--- src/rtl/aria_sbox_s2_seq.sv ---
// Sequential forward ARIA S2 substitution of one 128-bit block, LANES bytes per beat.
// Each lane is a GF(2^8) inverse followed by the forward S2 affine map.

module aria_gfinv (
    input  logic [7:0] i_x,
    output logic [7:0] o_y
);
    function automatic logic [7:0] gf_mul(input logic [7:0] a, input logic [7:0] b);
        logic [7:0] p;
        logic [7:0] t;
        p = '0;
        t = a;
        for (int i = 0; i < 8; i++) begin
            if (b[i]) p = p ^ t;
            t = {t[6:0], 1'b0} ^ (t[7] ? 8'h1B : 8'h00);
        end
        return p;
    endfunction

    logic [7:0] w_sq;
    logic [7:0] w_acc;

    // x^254 = x^-1 (and 0 -> 0), formed as x^2 * x^4 * ... * x^128
    always_comb begin
        w_sq  = i_x;
        w_acc = 8'h01;
        for (int i = 1; i < 8; i++) begin
            w_sq  = gf_mul(w_sq, w_sq);
            w_acc = gf_mul(w_acc, w_sq);
        end
        o_y = w_acc;
    end
endmodule

module aria_s2_lane (
    input  logic [7:0] i_x,
    output logic [7:0] o_y
);
    // Column i is the image of inverse-bit i; constant 0xE2 gives S2(0)=0xE2
    localparam logic [7:0][7:0] A_COL = {8'h5F, 8'hFB, 8'hA7, 8'h26,
                                         8'h83, 8'hC6, 8'hFD, 8'hAC};

    logic [7:0] w_inv;

    aria_gfinv u_inv (
        .i_x (i_x),
        .o_y (w_inv)
    );

    always_comb begin
        o_y = 8'hE2;
        for (int i = 0; i < 8; i++) begin
            if (w_inv[i]) o_y = o_y ^ A_COL[i];
        end
    end
endmodule

module aria_sbox_s2_seq #(
    parameter int LANES = 4
) (
    input  logic         clk,
    input  logic         rst,
    input  logic         in_valid,
    output logic         in_ready,
    input  logic [127:0] din,
    input  logic [15:0]  byte_en,
    output logic         out_valid,
    input  logic         out_ready,
    output logic [127:0] dout
);
    localparam int NBEAT = 16 / LANES;
    localparam int CW    = (NBEAT > 1) ? $clog2(NBEAT) : 1;

    if (LANES != 1 && LANES != 2 && LANES != 4 && LANES != 8 && LANES != 16) begin : g_bad_lanes
        $error("aria_sbox_s2_seq: LANES must be 1, 2, 4, 8 or 16");
    end

    typedef enum logic [1:0] {S_IDLE, S_BUSY, S_DONE} state_t;

    state_t                  r_state;
    state_t                  w_state_nxt;
    logic [127:0]            r_blk;
    logic [127:0]            r_dout;
    logic [127:0]            w_blk_nxt;
    logic [15:0]             r_en;
    logic [CW-1:0]           r_cnt;
    logic                    w_last;
    logic [LANES-1:0][3:0]   w_rev;
    logic [LANES-1:0][7:0]   w_lane_in;
    logic [LANES-1:0][7:0]   w_lane_out;

    assign w_last = (r_cnt == CW'(NBEAT - 1));

    // Byte i sits at bit offset 8*(15-i); byte_en uses the same MSB-first order (bit 15 = byte 0)
    always_comb begin
        w_rev     = '0;
        w_lane_in = '0;
        for (int l = 0; l < LANES; l++) begin
            w_rev[l]     = 4'(15 - (int'(r_cnt) * LANES + l));
            w_lane_in[l] = r_blk[{w_rev[l], 3'b000} +: 8];
        end
    end

    for (genvar l = 0; l < LANES; l++) begin : g_lane
        aria_s2_lane u_lane (
            .i_x (w_lane_in[l]),
            .o_y (w_lane_out[l])
        );
    end

    always_comb begin
        w_blk_nxt = r_blk;
        for (int l = 0; l < LANES; l++) begin
            if (r_en[w_rev[l]]) w_blk_nxt[{w_rev[l], 3'b000} +: 8] = w_lane_out[l];
        end
    end

    always_comb begin
        w_state_nxt = r_state;
        in_ready    = 1'b0;
        out_valid   = 1'b0;
        case (r_state)
            S_IDLE: begin
                in_ready = 1'b1;
                if (in_valid) w_state_nxt = S_BUSY;
            end
            S_BUSY: begin
                if (w_last) w_state_nxt = S_DONE;
            end
            S_DONE: begin
                out_valid = 1'b1;
                if (out_ready) w_state_nxt = S_IDLE;
            end
            default: w_state_nxt = S_IDLE;
        endcase
    end

    always_ff @(posedge clk) begin
        if (rst) begin
            r_state <= S_IDLE;
            r_blk   <= '0;
            r_en    <= '0;
            r_cnt   <= '0;
            r_dout  <= '0;
        end else begin
            r_state <= w_state_nxt;
            case (r_state)
                S_IDLE: begin
                    if (in_valid) begin
                        r_blk <= din;
                        r_en  <= byte_en;
                        r_cnt <= '0;
                    end
                end
                S_BUSY: begin
                    r_blk <= w_blk_nxt;
                    r_cnt <= w_last ? '0 : r_cnt + 1'b1;
                    if (w_last) r_dout <= w_blk_nxt;
                end
                default: ;
            endcase
        end
    end

    assign dout = r_dout;
endmodule

--- config.mk ---
export PLATFORM = sky130hd
export DESIGN_NAME = aria_sbox_s2_seq
export DESIGN_NICKNAME = d
export VERILOG_FILES = /design/src/rtl/aria_sbox_s2_seq.sv
export SDC_FILE = /design/constraint.sdc
export NUM_CORES = 2
export LEC_CHECK = 0
export CORE_MARGIN = 5
export CORE_UTILIZATION = 54
export DETAILED_ROUTE_END_ITERATION = 7
export GPL_TIMING_DRIVEN = 0
export PLACE_DENSITY = 0.72
export SLEW_MARGIN = 10
export SYNTH_ARGS = -nofsm -noshare
export SYNTH_HDL_FRONTEND = slang
export SYNTH_SLANG_ARGS = --single-unit
--- constraint.sdc ---
create_clock -name clk -period 16.35 [get_ports clk]
set_clock_uncertainty 0.15 [all_clocks]
set_input_delay 3.27 -clock clk [delete_from_list [all_inputs] [get_ports clk]]
set_output_delay 3.27 -clock clk [all_outputs]
set_load 0.005 [all_outputs]
; Word level (Yosys, flattened, before mapping)
; Cells that the tools add are included.
[op_classes]
n_addsub = 12
multipliers = 0
n_div = 0
n_lt_le_gt_ge = 4
n_eq_ne = 6
shift = 12
muxes = 871
bitwise = 784
reduce_logical = 6
[op_table]
columns = op, n
row1 = $mux 8, 444
row2 = $xor 8x5->8, 364
row3 = $xor 8x8->8, 364
row4 = $mux 5, 368
row5 = $mux 128, 5
row6 = $bwmux 128, 4
row7 = $shift 8x9->128 const A, 4
row8 = $shiftx 128x8->8, 4
row9 = $shiftx 8x9->128, 4
row10 = $pmux 128 s2, 1
row11 = $mux 7, 8
row12 = $not 7->7, 8
row13 = $mux 6, 8
row14 = $neg 7->9, 4
row15 = $not 1->1 const A, 28
row16 = $not 3->3, 8
row17 = $not 6->6, 4
row18 = $lt 4x5->1 const B, 4
row19 = $not 5->5, 4
row20 = $mux 2, 9
row21 = $bmux 1 s4, 4
row22 = $mux 4, 4
row23 = $not 4->4, 4
row24 = $sub 4x4->4 const A, 4
row25 = other kinds (14), 32
[word_totals]
ff_bits = 276
latchBits = 0
ramBits = 0
romBits = 0
inputBits = 148
output_inout_bits = 130
word_cells = 1700
memories = 0

; Longest topological paths before layout
[depth]
ltp_word = 154
mapped_depth = 77
mapped_depth_nobuf = 65

; By module
; Synthesis repeated with hierarchy kept, for this count alone.
[hier_totals]
cells_unflattened = 9343
area_unflattened_um2 = 71586.2
[modules_own_cells]
columns = mod, instances, cells_each, area_each_um2, seq_area_each_um2
row1 = aria_gfinv, 4, 1985, 14518.9, 0.0
row2 = aria_sbox_s2_seq, 1, 1347, 12634.6, 5525.3
row3 = aria_s2_lane, 4, 14, 219.0, 0.0

; Least setup slack after synthesis
; No wires, ideal clock.
[synth_timing]
path_type = register to register
from = register r_cnt[0]
to = register r_dout[38] (netlist: dout[38])
setup_time_ns = 0.076
arrival_time_ns = 17.081
required_ns = 16.124
slack_ns = -0.957
path_stages_with_launch = 74
n_path_buf = 15
synth_period_minus_slack_ns = 17.307
cell_sequence = dfxtp_1 buf_6 mux4_2 buf_2 buf_4 ha_1 buf_1 nand2_1 xnor2_1 inv_1 clkbuf_1 clkbuf_1 buf_1 clkbuf_1 ha_1 inv_1 xnor2_1 xnor3_1 (+38 left out) o311ai_1 nand2b_1 nand3_1 buf_2 and4_1 or4_1 a32oi_1 xnor2_1 a21o_1 xnor2_1 mux2i_1 xnor2_2 nor2_1 xnor2_1 xnor3_2 xnor2_1 nand2_1 o22ai_1
[synth_between]
elab_chain_cells = 148
word_cells_on_any_way = 1641
cone_classes = 11 x add/sub / 1 x eq/ne / 12 x shift / 860 x mux / 756 x bitwise / 1 x reduce/logical
[synth_lines]
columns = item, line_no
row1 = from (decl), 86  ; logic [CW-1:0] r_cnt;
row2 = from (signal assigned), 157  ; r_cnt <= w_last ? '0 : r_cnt + 1'b1;
row3 = "parallel branches: the longest is 148 deep, another holds $add 4x1->4", n/a
row4 = to (signal assigned), 158  ; if (w_last) r_dout <= w_blk_nxt;
row5 = to (decl), 83  ; logic [127:0] r_dout;
; Several ways; the timed one is not identified. The select of a mux whose other input is x is not followed.
; A chain may end at the register's enable or synchronous reset.

; Final worst setup path
[layout_timing]
from = register r_cnt[0]
to = register r_dout[1] (netlist: dout[1])
; The elaborated chain is that of the path after synthesis.

==> impl_metrics.csv <==
group,metric,value,unit
run_status,status,"finished with violations",
run_status,violations,"design-rule violations",
yosys,synth_area,0.0634,mm^2
place,place_area,0.0682,mm^2
cells_and_area,n_fill_cell,9547,
global_route,grtUsageTotal,0.386,
yosys,synth-compound-area-share,0.202,
yosys,synthArstFlopShare,0,
drt,drc_errors,24,
yosys,yosysTopAreaCell,"xnor2_1",
place,place_ws,-4.73,ns
drt,ant_nets,0,
clocking,tritoncts.num_buffers,28,
job,max_cap_violations,0,
drt,drt_pre_antenna_iters,8,
setup_path,endpoint_kind,"register",
place,port_buffers,277,
setup_path,crit_type,"register to register",
yosys,synthTopCellsByArea,"xnor2_1 27%, dfxtp_1 8.7%, nor2_1 7.2%",
yosys,synth_edf_count,0,
yosys,synth_warnings,0,
timing,drv_slew,0,
min_path,holdPathEnd,"r_en[13]$_SDFFE_PP0P_",
yosys,muxShareOfSynthArea,0.0390,
setup_path,crit_path_max_fanout,7,
setup_path,r2r_slack,0.17,ns
timing,period_share,0.990,
timing,slew_headroom,0.0822,
timing,rsz0062_at_grt,"yes",
setup_path,reg2reg_depth,72,
global_route,antenna_found_initial,26,
setup_path,r2r_start,"r_cnt[0]$_SDFFE_PP0P_",
place,gp_congestion,1.04,
timing,worst_slew_pin_slew,1.37,ns
timing,final_hold_viol_count,0,
setup_path,crit_arrival,16.51,ns
yosys,ys_ff_latch,276,
die,coreArea,0.116,mm^2
drt,drt-wirelength-per-cell,23.1,um
clocking,clk_pin_slew,0.07,ns
global_route,grt_remaining_overflow,0,
drt,first_iter_violations,9877,
place,dp_hpwl,195,mm
die,ioPinCount,278,
setup_path,crit_buf_inv,13,
cells_and_area,drive_above_1_share,0.187,
global_route,grt_pass1_wl,388,mm
yosys,synth_seq_area_share,0.0871,
clocking,clk_path_buf_depth,3,
yosys,post_synth.cell_area_avg,6.98,um^2
yosys,synthSimpleGateAreaFrac,0.205,
timing,setup_viol,0,
drt,num_vias,72100,
yosys,synth_nets,9254,
place,dp_cells,10900,
cells_and_area,seqCellArea,0.00553,mm^2
setup_path,cpMostUsedCell,"xnor2_2",
timing,worst_slack,0.167,ns
setup_path,slowest_stage,"xnor3_2",
timing,finalCriticalPeriod,16.18,ns
cells_and_area,nets,10100,
min_path,holdCritPathClass,"register to register",
clocking,cts.htree.levels,1,
clocking,root_buffer,"clkbuf_16",
min_path,hold_depth,2,
setup_path,startpoint,"r_cnt[0]$_SDFFE_PP0P_",
drt,routed_wl,265,mm
global_route,grt_pass1_vias,64500,
yosys,synth_top_area_frac,0.268,
die,die-area,0.124,mm^2
yosys,synthCells,9081,
timing,clock.fmax,61.8,MHz
drt,avgViaCountPerCell,6.29,
setup_path,reg2reg_to,"dout[1]$_SDFFE_PP0P_",
setup_path,cpPeakStageDelay,0.57,ns
yosys,synthAdderAreaFrac,0.00556,
clocking,tritoncts,"done",
die,die_x,353,um
die,start_util,0.545,
min_path,worstHoldStart,"r_en[13]$_SDFFE_PP0P_",
die,rows,125,
cells_and_area,multi_input_area,0.0616,mm^2
yosys,synth_cell_type_count,104,
cells_and_area,area_growth,27.5,%
yosys,synth_top_family_by_area,"XOR/XNOR gates",
cells_and_area,instances_no_fill,11500,
setup_path,cp_top_family,"compound AO/OA/AOI/OAI gates",
yosys,synth_xor_area_frac,0.414,
setup_path,required,16.68,ns
global_route,grt_max_degree,16,
cells_and_area,finalInstanceArea,0.0808,mm^2
cells_and_area,final_util,0.695,
clocking,clk_latency,0.64,ns
die,die_y,353,um
yosys,synth_ff_type,"dfxtp_1",
clocking,ctsHoldBuffers,0,
clocking,numClockSinks,276,
setup_path,critPathLaunchType,"register",
## how the worst max path moves through the flow
| stage | to | slack, ns | cells past startpoint |
|---|---|---|---|
| floorplan | dout[0]$_SDFFE_PP0P_ | 0.02 | 73 |
| global placement | dout[5]$_SDFFE_PP0P_ | -4.73 | 71 |
| detailed placement | dout[5]$_SDFFE_PP0P_ | -4.73 | 71 |
| CTS | r_blk[68]$_SDFFE_PP0P_ | 0.003 | 76 |
| global route | dout[18]$_SDFFE_PP0P_ | -0.20 | 70 |
| finish | dout[1]$_SDFFE_PP0P_ | 0.17 | 72 |
## kinds of logic after synthesis
family | count (synthesis)
xor gates and xnor gates | 2708
muxes | 197
and+or+nand+nor | 3088
buffers and inverters | 729
adders and majority gates | 29
DFF | 276
AOI/OAI and AO/OA | 2054
## Yosys cell counts, types with 33 or more instances
cell type  number
nor2_1       1215
o21ai_1        64
nand3_1       196
buf_2         118
a211oi_1       66
nor2b_1        83
inv_1          87
xor2_1        520
mux4_2         37
a21oi_1       631
xor2_2         33
xnor2_2       124
clkbuf_1      418
nor3_1        201
and2_1         36
o22ai_1       161
xnor3_1        53
o211ai_1       49
buf_1          57
xnor2_1      1943
mux2i_1       135
dfxtp_1       276
a31oi_1        79
nand2b_1       56
nand2_1      1135
a22oi_1       199
o21ai_0       433
## metal layers
| metal | wire, um | global-route usage | vias up | part of all wire |
|---|---|---|---|---|
| li1 | - | - | 32600 | - |
| met1 | 108000 | 0.544 | 34300 | 0.41 |
| met2 | 113000 | 0.583 | 4434 | 0.43 |
| met3 | 31100 | 0.0811 | 756 | 0.12 |
| met4 | 11900 | 0.131 | 28 | 0.045 |
| met5 | 258 | 0.00538 | - | 0.00098 |
## worst register-to-register path, delay by kind of cell, from the launching register on
kind | cells | cell delay (ns)
buffers and inverters | 13 | 1.67
adders and majority gates | 3 | 0.80
xor gates and xnor gates | 14 | 3.49
muxes | 3 | 1.14
and+or+nand+nor | 14 | 2.52
DFF | 1 | 0.38
AOI/OAI and AO/OA | 25 | 5.87
## final cells by class
type,instances,share of cell area
Antenna cell,9,0.000279
Buffer,605,0.0383
Clock buffer,35,0.00924
Clock inverter,13,0.00231
Inverter,110,0.00543
Multi-Input combinational cell,8077,0.762
Sequential cell,276,0.0684
Tap cell,1524,0.0236
Timing Repair Buffer,818,0.0907
## metrics by stage
stage / setup TNS [ns] / hold WS, ns
after detailed placement: -911.29 / 0.302
after CTS: 0 / 0.310
after global routing: -7.47 / 0.330
final: 0 / 0.312
after floorplan: 0 / 0.283
after global placement: -883.07 / 0.293
## state kept, by name, summed over array words and instances (netlist names)
name / flops
r_state: 2
r_en: 16
dout: 128
r_blk: 128
r_cnt: 2
## cells in the final DEF (no fill, tap or decap), types with 99 or more instances in the layout
master / count
clkdlybuf4s50_1: 277
o21ai_0: 419
nand2_1: 1124
xnor2_1: 1580
dfxtp_1: 274
xor2_1: 389
nand3_1: 190
a21oi_1: 620
a22oi_1: 196
mux2i_1: 129
nor3_1: 190
clkbuf_2: 99
xnor2_2: 367
nor2_1: 1198
buf_4: 517
o22ai_1: 158
clkbuf_1: 283
xnor2_4: 145
xor2_2: 116
## timing repair
item                                    in CTS  in global routing
cloned                                       0                  5
pin swaps                                  160                208
setup buffers                              230                308
hold endpoints to repair                     0                  0
gates resized for setup                    638                632
endpoints found under the setup margin     241                241
Power is left out: the tool's default activity adds up to more than one toggle a clock period on the data nets, which glitch-free logic cannot reach.
